===== src/rtl/instr_fetch_unit.sv =====
// instr_fetch_unit: RISC-V fetch stage owning the PC and feeding decode through a prefetch FIFO.
// Redirects from EX flush the FIFO and restart fetch at the word-aligned target.
module instr_fetch_unit #(
    parameter logic [31:0] RESET_PC = 32'h0000_0000,
    parameter int          DEPTH    = 2
) (
    input  logic        clk,
    input  logic        rst_n,
    output logic [31:0] A_instr,
    input  logic [31:0] instr,
    input  logic        redirect,
    input  logic [31:0] redirect_pc,
    output logic        if_valid,
    input  logic        if_ready,
    output logic [31:0] if_instr,
    output logic [31:0] if_pc,
    output logic        misalign_err
);
    localparam int          AW  = $clog2(DEPTH);
    localparam int          PW  = AW + 1;
    localparam logic [31:0] NOP = 32'h0000_0013;

    typedef enum logic [1:0] {EMPTY, PARTIAL, FULL} fill_e;

    logic [31:0]   pc;
    logic [63:0]   fifo [DEPTH];
    logic [PW-1:0] rd_ptr, wr_ptr, count;
    logic [63:0]   head;
    fill_e         fill;
    logic          pop, push;

    function automatic logic [PW-1:0] inc(input logic [PW-1:0] p);
        return (p[AW-1:0] == AW'(DEPTH - 1)) ? '0 : p + PW'(1);
    endfunction

    // A full FIFO still accepts a push when the head leaves in the same cycle.
    always_comb begin
        fill     = (count == '0) ? EMPTY : (count == PW'(DEPTH)) ? FULL : PARTIAL;
        pop      = (fill != EMPTY) && if_ready;
        push     = !redirect && (fill != FULL || pop);
        head     = fifo[rd_ptr[AW-1:0]];
        A_instr  = pc;
        if_valid = fill != EMPTY;
        if_instr = if_valid ? head[31:0] : NOP;
        if_pc    = if_valid ? head[63:32] : '0;
    end

    always_ff @(posedge clk or negedge rst_n) begin
        if (!rst_n) begin
            pc           <= RESET_PC;
            rd_ptr       <= '0;
            wr_ptr       <= '0;
            count        <= '0;
            misalign_err <= 1'b0;
        end else if (redirect) begin
            pc           <= {redirect_pc[31:2], 2'b00};
            rd_ptr       <= '0;
            wr_ptr       <= '0;
            count        <= '0;
            misalign_err <= misalign_err | (|redirect_pc[1:0]);
        end else begin
            if (push) begin
                pc     <= pc + 32'd4;
                wr_ptr <= inc(wr_ptr);
            end
            if (pop) rd_ptr <= inc(rd_ptr);
            count <= count + PW'(push) - PW'(pop);
        end
    end

    always_ff @(posedge clk) begin
        if (push) fifo[wr_ptr[AW-1:0]] <= {pc, instr};
    end
endmodule


===== config.mk =====
export PLATFORM = sky130hd
export DESIGN_NAME = instr_fetch_unit
export DESIGN_NICKNAME = d
export VERILOG_FILES = /design/src/rtl/instr_fetch_unit.sv
export SDC_FILE = /design/constraint.sdc
export NUM_CORES = 1
export LEC_CHECK = 0
export BUFFER_PORTS_ARGS = -buffer_cell sky130_fd_sc_hd__buf_2
export CAP_MARGIN = 40
export CORE_MARGIN = 2
export CORE_UTILIZATION = 54
export DETAILED_ROUTE_END_ITERATION = 7
export GPL_TIMING_DRIVEN = 0
export PLACE_DENSITY = 0.8
export SYNTH_ARGS = -nofsm -noshare
export SYNTH_HDL_FRONTEND = slang
export SYNTH_SLANG_ARGS = --single-unit

===== constraint.sdc =====
create_clock -name clk -period 5.8 [get_ports clk]
set_input_delay 0.58 -clock clk [delete_from_list [all_inputs] [get_ports clk]]
set_output_delay 0.58 -clock clk [all_outputs]
set_load 0.005 [all_outputs]

Word level (Yosys, flattened, before mapping)

Memory sizes are Yosys's and may differ from the RTL's.
Cells that the tools add are included.

Memories: 1
Input bits: 68
Memory bits (writable): 128
Logic and storage cells: 38
Output and inout bits: 98
Bits in registers: 39

Memory list:

| memory | depth | bits a word | rd ports | clocked after Yosys merged registers in | wr ports | line | RTL |
|---|---|---|---|---|---|---|---|
| fifo   | 2     | 64          | 1        | 0                                       | 1        | 26   | `logic [63:0] fifo [DEPTH];` |

Equal/unequal tests: 2
Add/sub/neg operators: 5
Reductions and logical operators: 9
Multiplexer cells: 15
Bitwise gates (word level): 1

Operators with widths:

| operator              | number |
|---|---|
| $mux 32               | 4 |
| $add 32x3->32 const B | 1 |
| $mux 2                | 9 |
| $reduce_bool 2->1     | 3 |
| $add 2x1->2 const B   | 2 |
| $add 2x1->2           | 1 |
| $eq 2x2->1 const B    | 1 |
| $logic_and 1x1->1     | 2 |
| $logic_not 2->1       | 1 |
| $mux 1                | 2 |
| $ne 2x2->1 const B    | 1 |
| $reduce_or 2->1       | 1 |
| $sub 2x1->2           | 1 |
| $logic_not 1->1       | 1 |
| $logic_or 1x1->1      | 1 |
| $or 1x1->1            | 1 |

Depth between registers and ports, before layout

Gate-level depths: netlist of run 1.

Word-level depth: 10
Mapped depth: 9
Gate-level depth less buffers: 8

Worst setup path before layout of run 1

No wires, ideal clock.

Path kind: input -> register
Start point: input if_ready
End point: memory fifo[0][0], enable pin
Arrival: 3.750 ns
Buffers on the path: 2
Stages: 5
Required time: 5.318 ns
Library setup time: 0.482 ns
Path slack: 1.568 ns
Cell sequence: or3b_1 clkbuf_1 buf_2 nand2_1 nor2_1

Word-level cells in the longest chain between the ends: 5

Ends and longest elaborated chain:

| element                      | line | RTL |
|---|---|---|
| start: declaration           | 14   | `input logic if_ready,` |
| $logic_and 1x1->1            | 39   | `pop = (fill != EMPTY) && if_ready;` |
| $logic_or 1x1->1             | 40   | `push = !redirect && (fill != FULL \|\| pop);` |
| $logic_and 1x1->1            | 40   |  |
| $mux 1                       | 72   | `if (push) fifo[wr_ptr[AW-1:0]] <= {pc, instr};` |
| $mux 1 (implied by the code) | 72   |  |
| end: declaration             | 26   |  |

No other way between the ends.

Worst setup path in the final report of run 1

Start point: register count[0]
End point: output if_pc[27]

Word-level cells in the longest chain between the ends: 5
Elaborated cells between the ends (all ways): 6
Classes of those cells: 1 x eq/ne; 3 x mux; 2 x reduce/logical

Ends and longest elaborated chain:

| element                  | line | RTL |
|---|---|---|
| start: declaration       | 27   | `logic [PW-1:0] rd_ptr, wr_ptr, count;` |
| start signal: assignment | 67   | `count <= count + PW'(push) - PW'(pop);` |
| $eq 2x2->1               | 38   | `fill = (count == '0) ? EMPTY : (count == PW'(DEPTH)) ? FULL : PARTIAL;` |
| $mux 2                   | 38   |  |
| $mux 2 *                 | 38   |  |
| $reduce_bool 2->1 *      | 43   | `if_valid = fill != EMPTY;` |
| $mux 32 *                | 45   | `if_pc = if_valid ? head[63:32] : '0;` |
| end: declaration         | 16   | `output logic [31:0] if_pc,` |

Mark *: on every way between the ends. The rest lies on a longest branch, timed or not.

==> results.cfg, run 1 <==
[global_route]
grt-ovfl-total = 0
grt_usage = 0.2351
grt_pass1_vias = 4807
grt_pass1_wl_mm = 24.12
grt_max_degree = 63
antenna_found_initial = 0

[drt]
vias = 5014
drtIter0Drc = 491
via_per_inst = 5.553
postRouteAntennaNets = 0
drc = 0
routed_wl_mm = 15.80
wl_per_cell_um = 17.49
dr.pass1.iters = 5

[timing]
max_freq_mhz = 336.6
period_needed_ns = 2.971
setup_viol = 0
hold_viol = 0
slew_headroom = 0.3843
worst_pin_slew_ns = 0.9215
maxSlewViolCount = 0
finalCritPeriodShare = 0.5123
rsz0062_at_grt = false
fin_skew_ns = 0.009755

[worst_setup_path]
worstPathRequired_ns = 5.22
start_kind = flop
r2r-start = count[1]
worstPathArrival_ns = 2.39
path_class = reg2out
endpoint_kind = output pin
critPathLaunch = count[0]
cp_max_fo = 10
rr_worst_depth = 6

[finish]
drive_gt1_frac = 0.2873
diodes = 0
final_util = 0.6832
syn_to_final_growth_pct = 24.30
layout_commonest_cell = buf_2
final_cell_mix = buf_2, edfxtp_1, nor2_1
final_cells = 903
num-nets-final = 789

[clock_tree]
cts.sinks = 159
cts_buffers = 17
postCtsSetupRepairBufs = 0
path_clk_slew_ns = 0.06
cts_resized = 0
clock_path_buffers = 2
ctsHoldBuffers = 0
insertion_delay_ns = 0.42
cts_tree = done
htree_levels = 4
root_buffer = clkbuf_16

[placed_design]
dp_hpwl_mm = 10.76
globalplace.congestion = 0.8529
placedCellCount = 871
io_buffers = 161

[pwr]
p_leak_uw = 0.003350
powerDensity_nw_per_um2 = 405.2
irDropWorstVdd_v = 0.0001810
finalPower_uw = 3465

[outcome]
status = complete, no violations

[yosys]
synth-edff-count = 124
ys_async_sr_fraction = 0.2201
syn-cell-area_um2 = 6880
avgSynthCellArea_um2 = 12.91
yosysSeqAreaShare = 0.6685
ys_warn_count = 0
ys_types = 43
syn_inst = 533
synthFlopType = edfxtp_1
synth_seq_cells = 159

[floorplan]
die_y_um = 116.9
die-area_um2 = 13660
start_util = 0.5497
fp.dieW_um = 116.9
core_area_um2 = 12520
pin_count = 166
row_count = 41

[job]
maxCapViolations = 0

[hold_path]
hp-class = in2async
## per-layer routing
layer	up-vias	track usage	part of all wire	wire [µm]
met5	-	0	0	0
met4	0	0.08941	0.016	255
met3	24	0.05664	0.079	1242
met2	222	0.3696	0.48	7582
met1	2415	0.3217	0.43	6715
li1	2353	-	-	-
## cells in the mapped netlist, drive strengths merged (7+ instances only)
| cell | number | share of area |
|---|---|---|
| nor2b | 7 | 0.0064 |
| mux2i | 63 | 0.092 |
| xnor2 | 8 | 0.010 |
| nand3 | 27 | 0.020 |
| nor2 | 79 | 0.043 |
| o31ai | 7 | 0.0076 |
| edfxtp | 124 | 0.54 |
| nand2 | 39 | 0.021 |
| buf | 13 | 0.011 |
| dfrtp | 35 | 0.13 |
| inv | 7 | 0.0038 |
| clkbuf | 18 | 0.0098 |
| o21ai | 13 | 0.0095 |
| nand4 | 15 | 0.014 |
| or4 | 9 | 0.0098 |
## final timing paths
kind                                      to  slack (ns)
min in group clk                 fifo[0][30]        0.34
worst min register to register  misalign_err        0.47
worst max register to register   fifo[0][46]        3.25
worst min-delay path             A_instr[12]        0.27
worst max-delay path               if_pc[27]        2.83
max in group asynchronous          rd_ptr[0]        4.99
## final cells by class
cell class,instances,area (µm²)
inverters,8,30.03
repair buffers,163,860.8
well taps,172,215.2
fillers,966,3965
clock inverters,13,138.9
flip-flops and latches,159,4599
multi-input cells,338,2135
plain buffers,31,140.1
clock buffers,19,432.9
## metrics by stage
stage	TNS (ns)	setup slack (ns)	hold slack, ns	cell area [µm²]
6_report	0	2.829	0.2678	8552
5_1_grt	0	2.639	0.3118	8552
4_1_cts	0	2.734	0.2818	8552
3_5_place_dp	0	2.993	0.4577	7980
3_3_place_gp	-3.300	-0.05519	0.4458	7913
2_1_floorplan	0	1.568	0.2844	6892
## logic make-up (layout without fill, tap and decap cells)
family | after synthesis | in the layout | share of synthesized area
and+or+nand+nor | 212 | 212 | 0.1500
buffers and inverters | 39 | 234 | 0.02473
xor gates and xnor gates | 12 | 12 | 0.01528
adders and majority gates | 3 | 3 | 0.005456
muxes | 63 | 63 | 0.09165
DFF | 159 | 159 | 0.6685
other | 1 | 4 | 0.0005450
AOI/OAI and AO/OA | 44 | 44 | 0.04383
## power breakdown
group	leakage [µW]	internal [µW]	switching [µW]	total, µW
clock	0.000266	633	438	1070
combinational	0.00151	387	513	900
sequential	0.00157	1410	87.0	1490
total	0.00335	2430	1040	3470
## registers in the layout, summed over array words and instances, names as in the netlist
signal and count:
misalign_err 1, A_instr 30, fifo 124, rd_ptr 1
wr_ptr 1, count 2
## critical path, stage by stage (launching register included)
cell and delay, ns:
dfrtp_1 0.41, nor2_1 0.48, clkbuf_1 0.43, buf_1 0.40, nor2_1 0.10, buf_2 0.14
Note: power is estimated with default switching activity, not from simulation.
==> run 2: changes to the inputs <==
Settings changed: ABC_AREA from default to 1, CORE_UTILIZATION 54 to 49, PLACE_DENSITY 0.8 to 0.77.
Clock period 5.8 ns to 2.5 ns, I/O delays scaled along.
==> run 2 against run 1 <==
Setup slack lost 2.6 ns. Global-route usage fell by 0.62 points. Power increased by 150%. Utilization is 4.8 points lower. Die area rose by 13%. Clock skew is essentially flat. Synthesized cell count grew 32%.
==> results.cfg, run 2 <==
[outcome]
status = complete, no violations

[floorplan]
die_y_um = 124.3
die-area_um2 = 15450
start_util = 0.5070
core_area_um2 = 13990
fp.dieW_um = 124.3
pin_count = 166
row_count = 43

[worst_setup_path]
worstPathRequired_ns = 2.62
cp_max_fo = 26
endpoint_kind = flop
crit_chain = inv_2 -> nor2_2 -> nand2_2 -> nand2_2 -> buf_4 -> nor2_4 -> buf_16 -> buf_12
critPathMostFrequentCell = nand2_2
worstPathArrival_ns = 2.37
crit_family = simple AND/OR/NAND/NOR gates
path_buf_inv = 4
slowest_delay_ns = 0.45
start_kind = flop
rrSetupSlack_ns = 0.25
path_class = reg2reg
cp_slowest_cell = nor2_4

[yosys]
synthFlopType = edfxtp_1
yosysSeqAreaShare = 0.6486
ys_warn_count = 0
ys_types = 36
syn-cell-area_um2 = 7092
avgSynthCellArea_um2 = 10.05
syn_inst = 706
ys_async_sr_fraction = 0.2201
yosys-top-cells-count = nand2_1, edfxtp_1, a21oi_1, nor2_1, inv_1
synth_area_leaders = edfxtp_1, nand2_1, dfrtp_1
synth_seq_cells = 159
synth-edff-count = 124
synth_top_area_cell = edfxtp_1
yosysMostFrequentCell = nand2_1
yosysTopAreaCellShare = 0.5251

[timing]
finalCritPeriodShare = 0.8985
period_needed_ns = 2.246
setup_viol = 0
hold_viol = 0
maxSlewViolCount = 0
max_freq_mhz = 445.2
finalWorstSetupSlack_ns = 0.2537
slew_headroom = 0.4435
fin_skew_ns = 0.009797
rsz0062_at_grt = false
worst_pin_slew_ns = 0.8348

[pwr]
powerDensity_nw_per_um2 = 966.1
irDropWorstVdd_v = 0.0004621
p_leak_uw = 0.003832

[finish]
final_cell_mix = nand2_1, buf_2, edfxtp_1
final_util = 0.6350
drive_gt1_frac = 0.2569
layout_commonest_cell = nand2_1
num-nets-final = 965
largest_reg_flops = 124
syn_to_final_growth_pct = 25.25
diodes = 0

[placed_design]
dp_slack_ns = 0.2009
io_buffers = 160
dp_hpwl_mm = 12.08
globalplace.congestion = 0.8675

[clock_tree]
cts_tree = done
path_clk_slew_ns = 0.06
cts.sinks = 159
root_buffer = clkbuf_16
htree_levels = 4
postCtsSetupRepairBufs = 0
cts_buffers = 17
clock_path_buffers = 2
insertion_delay_ns = 0.42

[global_route]
grt_pass1_wl_mm = 27.65
grt_pass1_vias = 5319
grt_usage = 0.2289
antenna_found_initial = 0
grt-ovfl-total = 0
grt_max_degree = 36

[drt]
route.met2.wl_mm = 8.236
wl_met3_mm = 1.259
vias = 5583
dr.pass1.iters = 6
wl_met1_mm = 7.681
drc = 0
wl_per_cell_um = 16.01
dr.max_layer_used = met4
routed_wl_mm = 17.41
via_per_inst = 5.136
postRouteAntennaNets = 0
drtIter0Drc = 441

[hold_path]
hp-class = in2reg

[job]
maxCapViolations = 0
==> run 2: logic make-up (layout without fill, tap and decap cells) <==
logic type / after synthesis / after routing / share of synthesized area
and+or+nand+nor: 369 / 369 / 0.2174
DFF: 159 / 159 / 0.6486
AOI/OAI and AO/OA: 89 / 89 / 0.06828
buffers and inverters: 73 / 271 / 0.04411
xor gates and xnor gates: 12 / 12 / 0.01588
adders and majority gates: 3 / 3 / 0.005293
other: 1 / 4 / 0.0005288
==> run 2: power breakdown <==
part           total (µW)  leakage, µW  internal, µW  switching [µW]
Clock                2700     0.000296          1680            1030
Combinational        2300      0.00194           860            1440
Sequential           3580      0.00159          3300             279
==> run 2: path summary, 6_finish.rpt <==
kind                              startpoint            to  cells after the start
worst max register to register      count[1]   fifo[1][59]                      8
worst min register to register  misalign_err  misalign_err                      1
min in group asynchronous              rst_n   A_instr[26]                      2
max in group asynchronous              rst_n   A_instr[31]                      2
worst min-delay path                instr[8]    fifo[1][8]                      1
worst max-delay path                count[1]   fifo[1][59]                      8
==> run 2: worst reg2reg max path: stages (launching register included) <==
cell and delay (ns):
dfrtp_1 0.41, inv_2 0.07, nor2_2 0.03, nand2_2 0.16
nand2_2 0.13, buf_4 0.22, nor2_4 0.45, buf_16 0.25
buf_12 0.21
==> run 2: per-stage QoR <==
step | instances | hold slack (ns) | total power [µW] | cell area, µm² | TNS, ns
after floorplan | 709 | -0.04559 | 4791 | 7118 | 0
after global placement | 1049 | 0.3854 | 5850 | 8144 | -32.19
after detailed placement | 1053 | 0.3895 | 5938 | 8239 | 0
after CTS | 1087 | 0.002463 | 8647 | 8880 | 0
after global routing | 1087 | 0.005165 | 9081 | 8882 | 0
final | 1087 | 0.01948 | 8581 | 8882 | 0
==> run 2: what timing repair did <==
item | 4_1_cts | 5_1_grt
setup endpoints to repair | 0 | 10
endpoints found under the hold margin | 37 | 0
hold buffers | 2 | 0
resized for setup | 0 | 1
==> run 2: layout make-up <==
class | instances | area (µm²)
timing repair buffer | 166 | 915.9
clock inverter | 13 | 187.7
inverter | 41 | 153.9
clock buffer | 19 | 432.9
buffer | 32 | 158.9
fill | 1127 | 5106
multi-input combinational | 477 | 2208
sequential | 159 | 4599
tap | 180 | 225.2
==> run 2: routing by layer <==
layer	up-vias	track usage
met5	-	0
met4	0	0.06940
met3	19	0.04081
met2	251	0.3635
met1	2573	0.3251
li1	2740	-
